$ cat src/rtl/ex_pkg.sv
// rtl/ex_pkg.sv - shared stall-bus, memory-request and program-order slot layout definitions
package ex_pkg;

    localparam int   STALL_EX_BIT  = 3;
    localparam int   STALL_MEM_BIT = 4;
    localparam logic STOP          = 1'b1;
    localparam logic NOSTOP        = 1'b0;

    localparam int REQ_WEN_W  = 4;
    localparam int REQ_ADDR_W = 32;
    localparam int REQ_DATA_W = 32;
    localparam int LD_DATA_W  = 32;

    // Slot layout, LSB first: result, buffered load data, buffered load valid.
    // ex_to_mem_bus places last_mem_slot in its low LANES bits, slot 0 directly above.
    function automatic int slot_w(input int res_wd);
        return res_wd + LD_DATA_W + 1;
    endfunction

    function automatic int slot_ld_data_off(input int res_wd);
        return res_wd;
    endfunction

    function automatic int slot_ld_valid_off(input int res_wd);
        return res_wd + LD_DATA_W;
    endfunction

    function automatic int slot_base(input int lanes, input int res_wd, input int j);
        return lanes + j * slot_w(res_wd);
    endfunction

endpackage

$ cat src/rtl/mem_grant_rr.sv
// rtl/mem_grant_rr.sv - rotating-priority first-one finder over pending memory requests
module mem_grant_rr #(
    parameter int N     = 2,
    parameter int ROT_W = 1,
    parameter int CNT_W = $clog2(N + 1)
) (
    input  logic [N-1:0]     pending_i,
    input  logic [ROT_W-1:0] rot_i,
    output logic [N-1:0]     grant_o,
    output logic [ROT_W-1:0] idx_o,
    output logic             any_o,
    output logic [CNT_W-1:0] count_o
);

    int               kk;
    logic [ROT_W-1:0] k;
    logic             found;

    always_comb begin
        grant_o = '0;
        idx_o   = '0;
        any_o   = 1'b0;
        count_o = '0;
        found   = 1'b0;
        kk      = 0;
        k       = '0;
        for (int j = 0; j < N; j++) begin
            kk = int'(rot_i) + j;
            if (kk >= N) kk = kk - N;
            k = ROT_W'(kk);
            if (kk < N && pending_i[k] && !found) begin
                grant_o[k] = 1'b1;
                idx_o      = k;
                found      = 1'b1;
            end
        end
        any_o = found;
        for (int i = 0; i < N; i++) begin
            count_o = count_o + CNT_W'(pending_i[i]);
        end
    end

endmodule

$ cat src/rtl/ex_mem_port_seq.sv
// rtl/ex_mem_port_seq.sv - ID->EX register and in-order data-SRAM port sequencer for N lanes
// Optional: EX_PERF_CNT_EN adds a saturating port-conflict cycle counter.
module ex_mem_port_seq
    import ex_pkg::*;
#(
    parameter int LANES    = 2,
    parameter int LANE_WD  = 252,
    parameter int RES_WD   = 70,
    parameter int STALL_WD = 6,
    parameter int ROT_W    = (LANES > 1) ? $clog2(LANES) : 1
) (
    input  logic                                   clk,
    input  logic                                   rst,
    input  logic                                   flush,
    input  logic [STALL_WD-1:0]                    stall,
    output logic                                   stallreq_for_ex,
    input  logic [ROT_W+LANES*LANE_WD+LANES-1:0]   id_to_ex_bus,
    output logic [LANES*LANE_WD-1:0]               lane_bus,
    output logic [LANES-1:0]                       lane_valid,
    input  logic [LANES-1:0]                       lane_mem_en,
    input  logic [LANES*REQ_WEN_W-1:0]             lane_mem_wen,
    input  logic [LANES*REQ_ADDR_W-1:0]            lane_mem_addr,
    input  logic [LANES*REQ_DATA_W-1:0]            lane_mem_wdata,
    input  logic [LANES*RES_WD-1:0]                lane_result,
    output logic                                   data_sram_en,
    output logic [REQ_WEN_W-1:0]                   data_sram_wen,
    output logic [REQ_ADDR_W-1:0]                  data_sram_addr,
    output logic [REQ_DATA_W-1:0]                  data_sram_wdata,
    input  logic [LD_DATA_W-1:0]                   data_sram_rdata,
    output logic [LANES*(RES_WD+33)+LANES-1:0]     ex_to_mem_bus,
    output logic [31:0]                            perf_conflict_cycles
);

    localparam int CNT_W = $clog2(LANES + 1);
    localparam int SW    = slot_w(RES_WD);

    logic [ROT_W-1:0]                  rot_q, rot_d;
    logic [LANES*LANE_WD-1:0]          lane_bus_q, lane_bus_d;
    logic [LANES-1:0]                  valid_q, valid_d;
    logic [LANES-1:0]                  served_q, served_d;
    logic                              ld_pend_q, ld_pend_d;
    logic [ROT_W-1:0]                  ld_pend_idx_q, ld_pend_idx_d;
    logic [LANES-1:0]                  ld_buf_valid_q, ld_buf_valid_d;
    logic [LANES-1:0][LD_DATA_W-1:0]   ld_buf_data_q, ld_buf_data_d;

    logic [LANES-1:0] pending, grant;
    logic [ROT_W-1:0] grant_idx;
    logic             grant_any;
    logic [CNT_W-1:0] pend_cnt;
    logic             capture, bubble, granted, granted_is_load;
    logic             unused_stall_bits;

    assign unused_stall_bits = ^stall;

    assign capture = (stall[STALL_EX_BIT] == NOSTOP);
    assign bubble  = (stall[STALL_EX_BIT] == STOP) && (stall[STALL_MEM_BIT] == NOSTOP);

    assign pending = valid_q & lane_mem_en & ~served_q & {LANES{rst}};

    mem_grant_rr #(.N(LANES), .ROT_W(ROT_W), .CNT_W(CNT_W)) u_grant (
        .pending_i (pending),
        .rot_i     (rot_q),
        .grant_o   (grant),
        .idx_o     (grant_idx),
        .any_o     (grant_any),
        .count_o   (pend_cnt)
    );

    assign stallreq_for_ex = (pend_cnt > CNT_W'(1));
    assign granted         = grant_any && !flush;

    always_comb begin
        data_sram_en    = 1'b0;
        data_sram_wen   = '0;
        data_sram_addr  = '0;
        data_sram_wdata = '0;
        granted_is_load = 1'b0;
        if (granted) begin
            for (int i = 0; i < LANES; i++) begin
                if (grant[i]) begin
                    data_sram_en    = 1'b1;
                    data_sram_wen   = lane_mem_wen[i*REQ_WEN_W +: REQ_WEN_W];
                    data_sram_addr  = lane_mem_addr[i*REQ_ADDR_W +: REQ_ADDR_W];
                    data_sram_wdata = lane_mem_wdata[i*REQ_DATA_W +: REQ_DATA_W];
                    granted_is_load = (lane_mem_wen[i*REQ_WEN_W +: REQ_WEN_W] == '0);
                end
            end
        end
    end

    always_comb begin
        rot_d          = rot_q;
        lane_bus_d     = lane_bus_q;
        valid_d        = valid_q;
        served_d       = served_q;
        ld_pend_d      = ld_pend_q;
        ld_pend_idx_d  = ld_pend_idx_q;
        ld_buf_valid_d = ld_buf_valid_q;
        ld_buf_data_d  = ld_buf_data_q;
        if (flush || capture || bubble) begin
            rot_d          = '0;
            lane_bus_d     = '0;
            valid_d        = '0;
            served_d       = '0;
            ld_pend_d      = 1'b0;
            ld_pend_idx_d  = '0;
            ld_buf_valid_d = '0;
            ld_buf_data_d  = '0;
            if (!flush && capture) begin
                rot_d      = id_to_ex_bus[LANES*LANE_WD+LANES +: ROT_W];
                lane_bus_d = id_to_ex_bus[LANES +: LANES*LANE_WD];
                valid_d    = id_to_ex_bus[LANES-1:0];
            end
        end else begin
            // Held stage: remember what was served so a downstream hold never replays an access.
            if (granted) served_d = served_q | grant;
            ld_pend_d     = granted && granted_is_load && stallreq_for_ex;
            ld_pend_idx_d = grant_idx;
            if (ld_pend_q) begin
                ld_buf_valid_d[ld_pend_idx_q] = 1'b1;
                ld_buf_data_d[ld_pend_idx_q]  = data_sram_rdata;
            end
        end
    end

    always_ff @(posedge clk) begin
        if (!rst) begin
            rot_q          <= '0;
            lane_bus_q     <= '0;
            valid_q        <= '0;
            served_q       <= '0;
            ld_pend_q      <= 1'b0;
            ld_pend_idx_q  <= '0;
            ld_buf_valid_q <= '0;
            ld_buf_data_q  <= '0;
        end else begin
            rot_q          <= rot_d;
            lane_bus_q     <= lane_bus_d;
            valid_q        <= valid_d;
            served_q       <= served_d;
            ld_pend_q      <= ld_pend_d;
            ld_pend_idx_q  <= ld_pend_idx_d;
            ld_buf_valid_q <= ld_buf_valid_d;
            ld_buf_data_q  <= ld_buf_data_d;
        end
    end

    assign lane_bus   = lane_bus_q;
    assign lane_valid = valid_q;

    int               skk;
    logic [ROT_W-1:0] sk;

    always_comb begin
        ex_to_mem_bus = '0;
        skk           = 0;
        sk            = '0;
        if (rst) begin
            for (int j = 0; j < LANES; j++) begin
                skk = int'(rot_q) + j;
                if (skk >= LANES) skk = skk - LANES;
                sk = ROT_W'(skk);
                if (skk < LANES) begin
                    ex_to_mem_bus[slot_base(LANES, RES_WD, j) +: RES_WD] =
                        lane_result[sk*RES_WD +: RES_WD];
                    ex_to_mem_bus[slot_base(LANES, RES_WD, j) + slot_ld_data_off(RES_WD) +: LD_DATA_W] =
                        ld_buf_data_q[sk];
                    ex_to_mem_bus[slot_base(LANES, RES_WD, j) + slot_ld_valid_off(RES_WD)] =
                        ld_buf_valid_q[sk];
                end
            end
            // Last memory op in program order; later slots overwrite earlier ones.
            for (int j = 0; j < LANES; j++) begin
                skk = int'(rot_q) + j;
                if (skk >= LANES) skk = skk - LANES;
                sk = ROT_W'(skk);
                if (skk < LANES && valid_q[sk] && lane_mem_en[sk]) begin
                    ex_to_mem_bus[LANES-1:0] = '0;
                    ex_to_mem_bus[j]         = 1'b1;
                end
            end
        end
    end

`ifdef EX_PERF_CNT_EN
    logic [31:0] perf_q, perf_d;

    always_comb begin
        perf_d = perf_q;
        if (stallreq_for_ex && perf_q != 32'hFFFF_FFFF) perf_d = perf_q + 32'd1;
    end

    always_ff @(posedge clk) begin
        if (!rst) perf_q <= '0;
        else      perf_q <= perf_d;
    end

    assign perf_conflict_cycles = perf_q;
`else
    assign perf_conflict_cycles = '0;
`endif

    assert property (@(posedge clk) disable iff (!rst)
        (valid_q == '0) || (32'(rot_q) < LANES));

    logic unused_sw;
    assign unused_sw = (SW == 0);

endmodule
$ cat config.mk
export PLATFORM = sky130hd
export DESIGN_NAME = ex_mem_port_seq
export DESIGN_NICKNAME = d
export VERILOG_FILES = /design/src/rtl/ex_pkg.sv /design/src/rtl/mem_grant_rr.sv /design/src/rtl/ex_mem_port_seq.sv
export SDC_FILE = /design/constraint.sdc
export NUM_CORES = 1
export LEC_CHECK = 0
export BUFFER_PORTS_ARGS = -buffer_cell sky130_fd_sc_hd__buf_2
export CAP_MARGIN = 10
export CORE_AREA = 2 2 637 639
export CTS_CLUSTER_DIAMETER = 50
export DETAILED_ROUTE_END_ITERATION = 10
export DIE_AREA = 0 0 639 641
export SYNTH_ARGS = -nofsm -noshare
export SYNTH_HDL_FRONTEND = slang
export SYNTH_SLANG_ARGS = --single-unit
$ cat constraint.sdc
create_clock -name clk -period 3.2 [get_ports clk]
set_input_delay 0.64 -clock clk [delete_from_list [all_inputs] [get_ports clk]]
set_output_delay 0.64 -clock clk [all_outputs]
set_load 0.01 [all_outputs]
# After elaboration in Yosys (flattened, before gate mapping)
# Index checks and enable logic that the tools add are counted.
[word_totals]
register_bits = 577
latch_bits = 0
ram_bits = 0
rom_bits = 0
input_bits = 826
output_inout_bits = 816
elab_cells = 126
mem_count = 0
[classes]
add_sub_neg = 4
n_mul = 2
n_div = 0
order_cmp = 15
n_eq_ne = 0
shifts = 2
n_mux = 62
bitwise_logic = 10
reduce_logical = 22
[ops]
columns = ["op", "n"]
rows = [
  ["2-to-1 mux 504 bit", 1],
  ["2-to-1 mux 32 bit", 15],
  ["indexed part select 140 x 9 -> 70 bit", 2],
  ["2-to-1 mux 208 bit", 1],
  ["2-to-1 mux 103 bit", 2],
  ["less-than comparator 32 x 3 -> 1 bit (second input constant)", 4],
  ["bitwise mux 64 bit", 1],
  ["demux 32 bit (select 1 bit)", 1],
  ["greater-or-equal comparator 32 x 3 -> 1 bit (second input constant)", 1],
  ["subtractor 32 x 3 -> 32 bit (second input constant)", 1],
  ["2-to-1 mux 1 bit", 31],
  ["logical AND 1 bit", 15],
  ["multiplier 1 x 6 -> 7 bit (second input constant)", 2],
  ["2-to-1 mux 4 bit", 3],
  ["less-than comparator 1 x 2 -> 1 bit (second input constant)", 5],
  ["zero test 4 bit", 2],
  ["2-to-1 mux 2 bit", 4],
  ["AND 2 bit", 3],
  ["bitwise OR 2 bit", 3],
  ["demux 1 bit (select 1 bit)", 3],
  ["greater-or-equal comparator 1 bit (second input constant)", 3],
  ["NOT 1 bit", 3],
  ["subtractor 1 x 2 -> 3 bit (second input constant)", 1],
  ["adder 1 x 1 -> 2 bit", 1],
  ["other kinds (7)", 9],
]

# Logic depth before layout (Yosys ltp)
[depth]
word_depth = 15
depth_mapped = 7
mapped_depth_nobuf = 3

# Modules after synthesis
# Synthesis repeated with hierarchy kept, for this count alone.
[hier_totals]
hier_cells = 2032
hier_area_um2 = 22291.4
[by_module_without_submodules]
columns = ["mod", "n_inst", "cells_per_inst", "area_each_um2"]
rows = [
  ["ex_mem_port_seq", 1, 2024, 22235.1],
  ["mem_grant_rr", 1, 8, 56.3],
]

# Least setup slack after synthesis
# Ideal clock, no wire load.
[synth_path]
path_type = "input-to-output"
startpoint = "input flush"
endpoint = "output data_sram_wdata[12]"
arrival_time_ns = 1.733
required_time_ns = 2.560
path_slack_ns = 0.827
path_stages = 5
cell_sequence = "and2b_4 clkbuf_1 buf_1 nand2_1 o22ai_1"
[synth_via]
elab_chain_cells = 3
[synth_rtl]
columns = ["element", "line_no", "text"]
rows = [
  ["start, declared", "ex_mem_port_seq.sv:14", "input logic flush,"],
  ["zero test 1 bit", "ex_mem_port_seq.sv:70", "assign granted = grant_any && !flush;"],
  ["logical AND 1 bit", "ex_mem_port_seq.sv:70", ""],
  ["2-to-1 mux 32 bit", "ex_mem_port_seq.sv:78", "if (granted) begin"],
  ["end, declared", "ex_mem_port_seq.sv:28", "output logic [REQ_DATA_W-1:0] data_sram_wdata,"],
]
# Every way passes these cells.

# Final worst setup path
[layout_path]
startpoint = "register valid_q[0] (netlist: lane_valid[0])"
endpoint = "output data_sram_wen[3]"
[layout_via]
elab_chain_cells = 13
elab_cells_between_ends = 20
classes_between = "mux: 11; bitwise: 4; reduce/logical: 5"
[layout_rtl]
columns = ["element", "line_no", "text"]
rows = [
  ["start, declared", "ex_mem_port_seq.sv:39", "logic [LANES-1:0] valid_q, valid_d;"],
  ["start signal, assigned", "ex_mem_port_seq.sv:139", "valid_q <= valid_d;"],
  ["AND 2 bit * (3 in a row)", "ex_mem_port_seq.sv:58", "assign pending = valid_q & lane_mem_en & ~served_q & {LANES{rst}};"],
  ["2-to-1 mux 1 bit (not written as such) (2 in a row)", "mem_grant_rr.sv:31", "if (kk < N && pending_i[k] && !found) begin"],
  ["logical AND 1 bit", "mem_grant_rr.sv:31", ""],
  ["2-to-1 mux 1 bit", "mem_grant_rr.sv:31", ""],
  ["zero test 1 bit", "mem_grant_rr.sv:31", ""],
  ["logical AND 1 bit", "mem_grant_rr.sv:31", ""],
  ["2-to-1 mux 2 bit", "mem_grant_rr.sv:31", ""],
  ["2-to-1 mux 4 bit (2 in a row)", "ex_mem_port_seq.sv:80", "if (grant[i]) begin"],
  ["2-to-1 mux 4 bit *", "ex_mem_port_seq.sv:78", ""],
  ["end, declared", "ex_mem_port_seq.sv:26", "output logic [REQ_WEN_W-1:0] data_sram_wen,"],
]
# Mark *: on every way between the ends. The rest lies on a longest branch, timed or not. The select of a mux whose other input is x is not followed.

==> results.tsv <==
metric	value	unit
GP Congestion	1.143	
RSZ-0062 raised after global routing	yes	
largest net degree at the start of global routing	135	
largest family of logic cells by synthesized area	compound AO/OA/AOI/OAI gates	
initial antenna violation count	276	
Worst-Margin Slew	1.085	ns
CTS tree	done	
Clock Latency Late Sink	0.85	ns
number of failing hold endpoints at the final stage	0	
Remaining DRCs	0	
commonest cells after routing, fill and taps aside	buf_2, dfxtp_1, a22o_1	
Leak	19.99	nW
hold path cells	2	
Worst VDD drop	443.5	uV
remaining antenna violation count	0	
vias in the first global route	26930	
Yosys top cell by area	dfxtp_1	
min-delay src	id_to_ex_bus[465]	
CP Max Fanout	8	
Synth cell types	32	
Synth Warn #	0	
Mean Syn Cell Area	10.34	sq um
total wire length	343.2	mm
Die X	639	um
Clock Path Buffers	4	
CORE AREA	402000	sq um
most common cell after layout, fill and taps aside	buf_2	
Die Height	641	um
Crit Path Category	reg -> out	
Final Critical Period	3.243	ns
die area	409600	sq um
Post-Syn Area	22500	sq um
Reg clk slew, reported paths	0.06	ns
Pwr Density	477.2	nW/um^2
GR Overflow Total	0	
Max-slew headroom	27.67	%
mux cell area share after synthesis	9.210	%
Yosys top cell area share	51.35	%
skew final	0.04062	ns
DP Area	37670	sq um
sequential element share of the synthesized area	51.35	%
IO Pins	1642	
Post-Synth Simple-Gate Area	10.83	%
XOR/XNOR share of the synthesized area	0	%
CTS Root Cell	clkbuf_16	
final-stage net count	5110	
I/O Buffers	1605	
period utilization	101.3	%
Max Freq	308.3	MHz
via count	28540	
Synth Area in Adders	0	%
Max-cap violations	0	
top post-synthesis cells by area	dfxtp_1, a22o_1, mux2i_1, nor2b_1, nand2_1	
DR iter-0 viols	1852	
failing checks	setup timing	
# H-tree levels	3	
Area Overhead vs Synth	114.8	%
Initial Utilization	5.596	%
Hold EP	lane_bus[463]	
status	finished, violations left	
total CTS buffers	114	
Finished Cell Area	48330	sq um
fraction of layout cells with a size suffix above 1	47.33	%
Clock Sinks	577	
#FFs+latches synth	577	
Via-to-Cell Ratio	2.907	
final setup TNS	-0.2248	ns
GRT Overall Usage	15.96	%
# setup viols final	9	
first-pass GRT wire length	397.8	mm
Critical Path Start Type	flop	
Reg2Reg Setup Slack	1.21	ns
crit path capture type	output pin	
Cells after Synth	2175	
DP HPWL	304.6	mm
Final WS setup	-0.04319	ns
Worst R2R Start	rot_q	
drt wl/cell	34.96	um
post-synthesis compound-gate area fraction	23.35	%
Worst Path Required	2.56	ns
WP data arrival	2.60	ns
fin. max-slew vios	0	
Rows	233	
Worst R2R Path Depth	6	
reg2reg end	ld_pend_q	
Hold Path Class	in -> reg	
DRT Pass-1 Iters	6	
## per-layer routing
layer  share of wire [%]  up-vias  global-route usage (%)
met5                0.22        -                       0
met1                  34    13660                   15.79
met3                 7.3      721                   4.883
met4                 5.5       76                   7.135
li1                    -    12340                       -
met2                  53     1750                   30.30
## metrics by stage
step / util [%] / hold WS [ns] / power, mW / setup WS (ns) / std cells
6_report: 12.02 / 0.08302 / 23.06 / -0.04319 / 9819
3_5_place_dp: 9.369 / 0.4577 / 10.39 / -0.1512 / 8983
3_3_place_gp: 9.369 / 0.4549 / 10.39 / -0.1535 / 8983
2_1_floorplan: - / 0.4483 / 8.395 / 0.8274 / 2206
5_1_grt: 12.00 / 0.02336 / 23.92 / -0.2391 / 9784
4_1_cts: 11.83 / 0.002260 / 23.53 / -0.3059 / 9643
## state kept, by name, indices dropped and copies added (netlist names)
| signal | flops |
|---|---|
| lane_bus | 504 |
| ld_pend_q | 1 |
| lane_valid | 2 |
| rot_q | 1 |
| ld_buf_valid_q | 2 |
| ld_pend_idx_q | 1 |
| ld_buf_data_q | 64 |
| served_q | 2 |
## cell type report
type / instances / area (sq um)
Clock buffer: 146 / 3193
Timing Repair Buffer: 2201 / 14980
Antenna cell: 163 / 407.9
Clock inverter: 55 / 636.9
Multi-Input combinational cell: 1390 / 10930
Sequential cell: 577 / 11560
Fill cell: 46140 / 353700
Tap cell: 5287 / 6615
## worst max-delay path by stage
stage,cells after the start,to,slack [ns],from
after floorplan,5,data_sram_wdata[12],0.83,flush
after global placement,6,data_sram_addr[15],-0.15,lane_valid[0]
after detailed placement,6,data_sram_addr[15],-0.15,lane_valid[0]
after CTS,7,data_sram_wen[3],-0.31,lane_valid[0]
after global routing,7,data_sram_wen[3],-0.24,lane_valid[0]
final,7,data_sram_wen[3],-0.04,lane_valid[0]
## cells by family (layout without fill, tap and decap cells)
kind of cell / Yosys count / in the layout
AO/OA/AOI/OAI: 649 / 652
flip-flops: 577 / 577
AND/OR/NAND/NOR: 499 / 499
buffers and inverters: 242 / 2402
multiplexers: 207 / 207
other: 1 / 195
## cell usage after synthesis, drive strengths merged
library cell / instances
conb: 1
o22ai: 68
nand2b: 1
and3b: 1
nor2b: 209
a211oi: 1
and2: 4
a21oi: 64
o21ai: 2
nor2: 7
and3: 1
nand2: 268
nand3: 2
and2b: 1
nand3b: 1
a22o: 507
buf: 161
a31oi: 2
a21boi: 1
or3: 1
mux2i: 207
nor3: 1
nor4: 2
clkbuf: 81
o21a: 2
a21o: 1
a22oi: 1
dfxtp: 577
## worst max-delay path: stages (launching register included)
cell and delay (ns):
dfxtp_4 0.43, nand3b_1 0.18, buf_6 0.20, a21o_4 0.28
buf_8 0.20, o22ai_4 0.11, buf_6 0.16, buf_12 0.15
## power breakdown
part           total [mW]  switching (mW)  internal (mW)
combinational        3.36            2.01           1.35
clock                12.2            4.58           7.62
sequential           7.51           0.122           7.39
## what timing repair did
action                                  in CTS  in global routing
gates resized for setup                    286                 40
endpoints found under the setup margin     146                 79
gates cloned                                10                  6
hold endpoints to repair                   459                  0
hold buffers                               429                  0
buffers inserted                            23                  8
pin swaps                                   23                 13
Power figures use the tool's default switching activity.
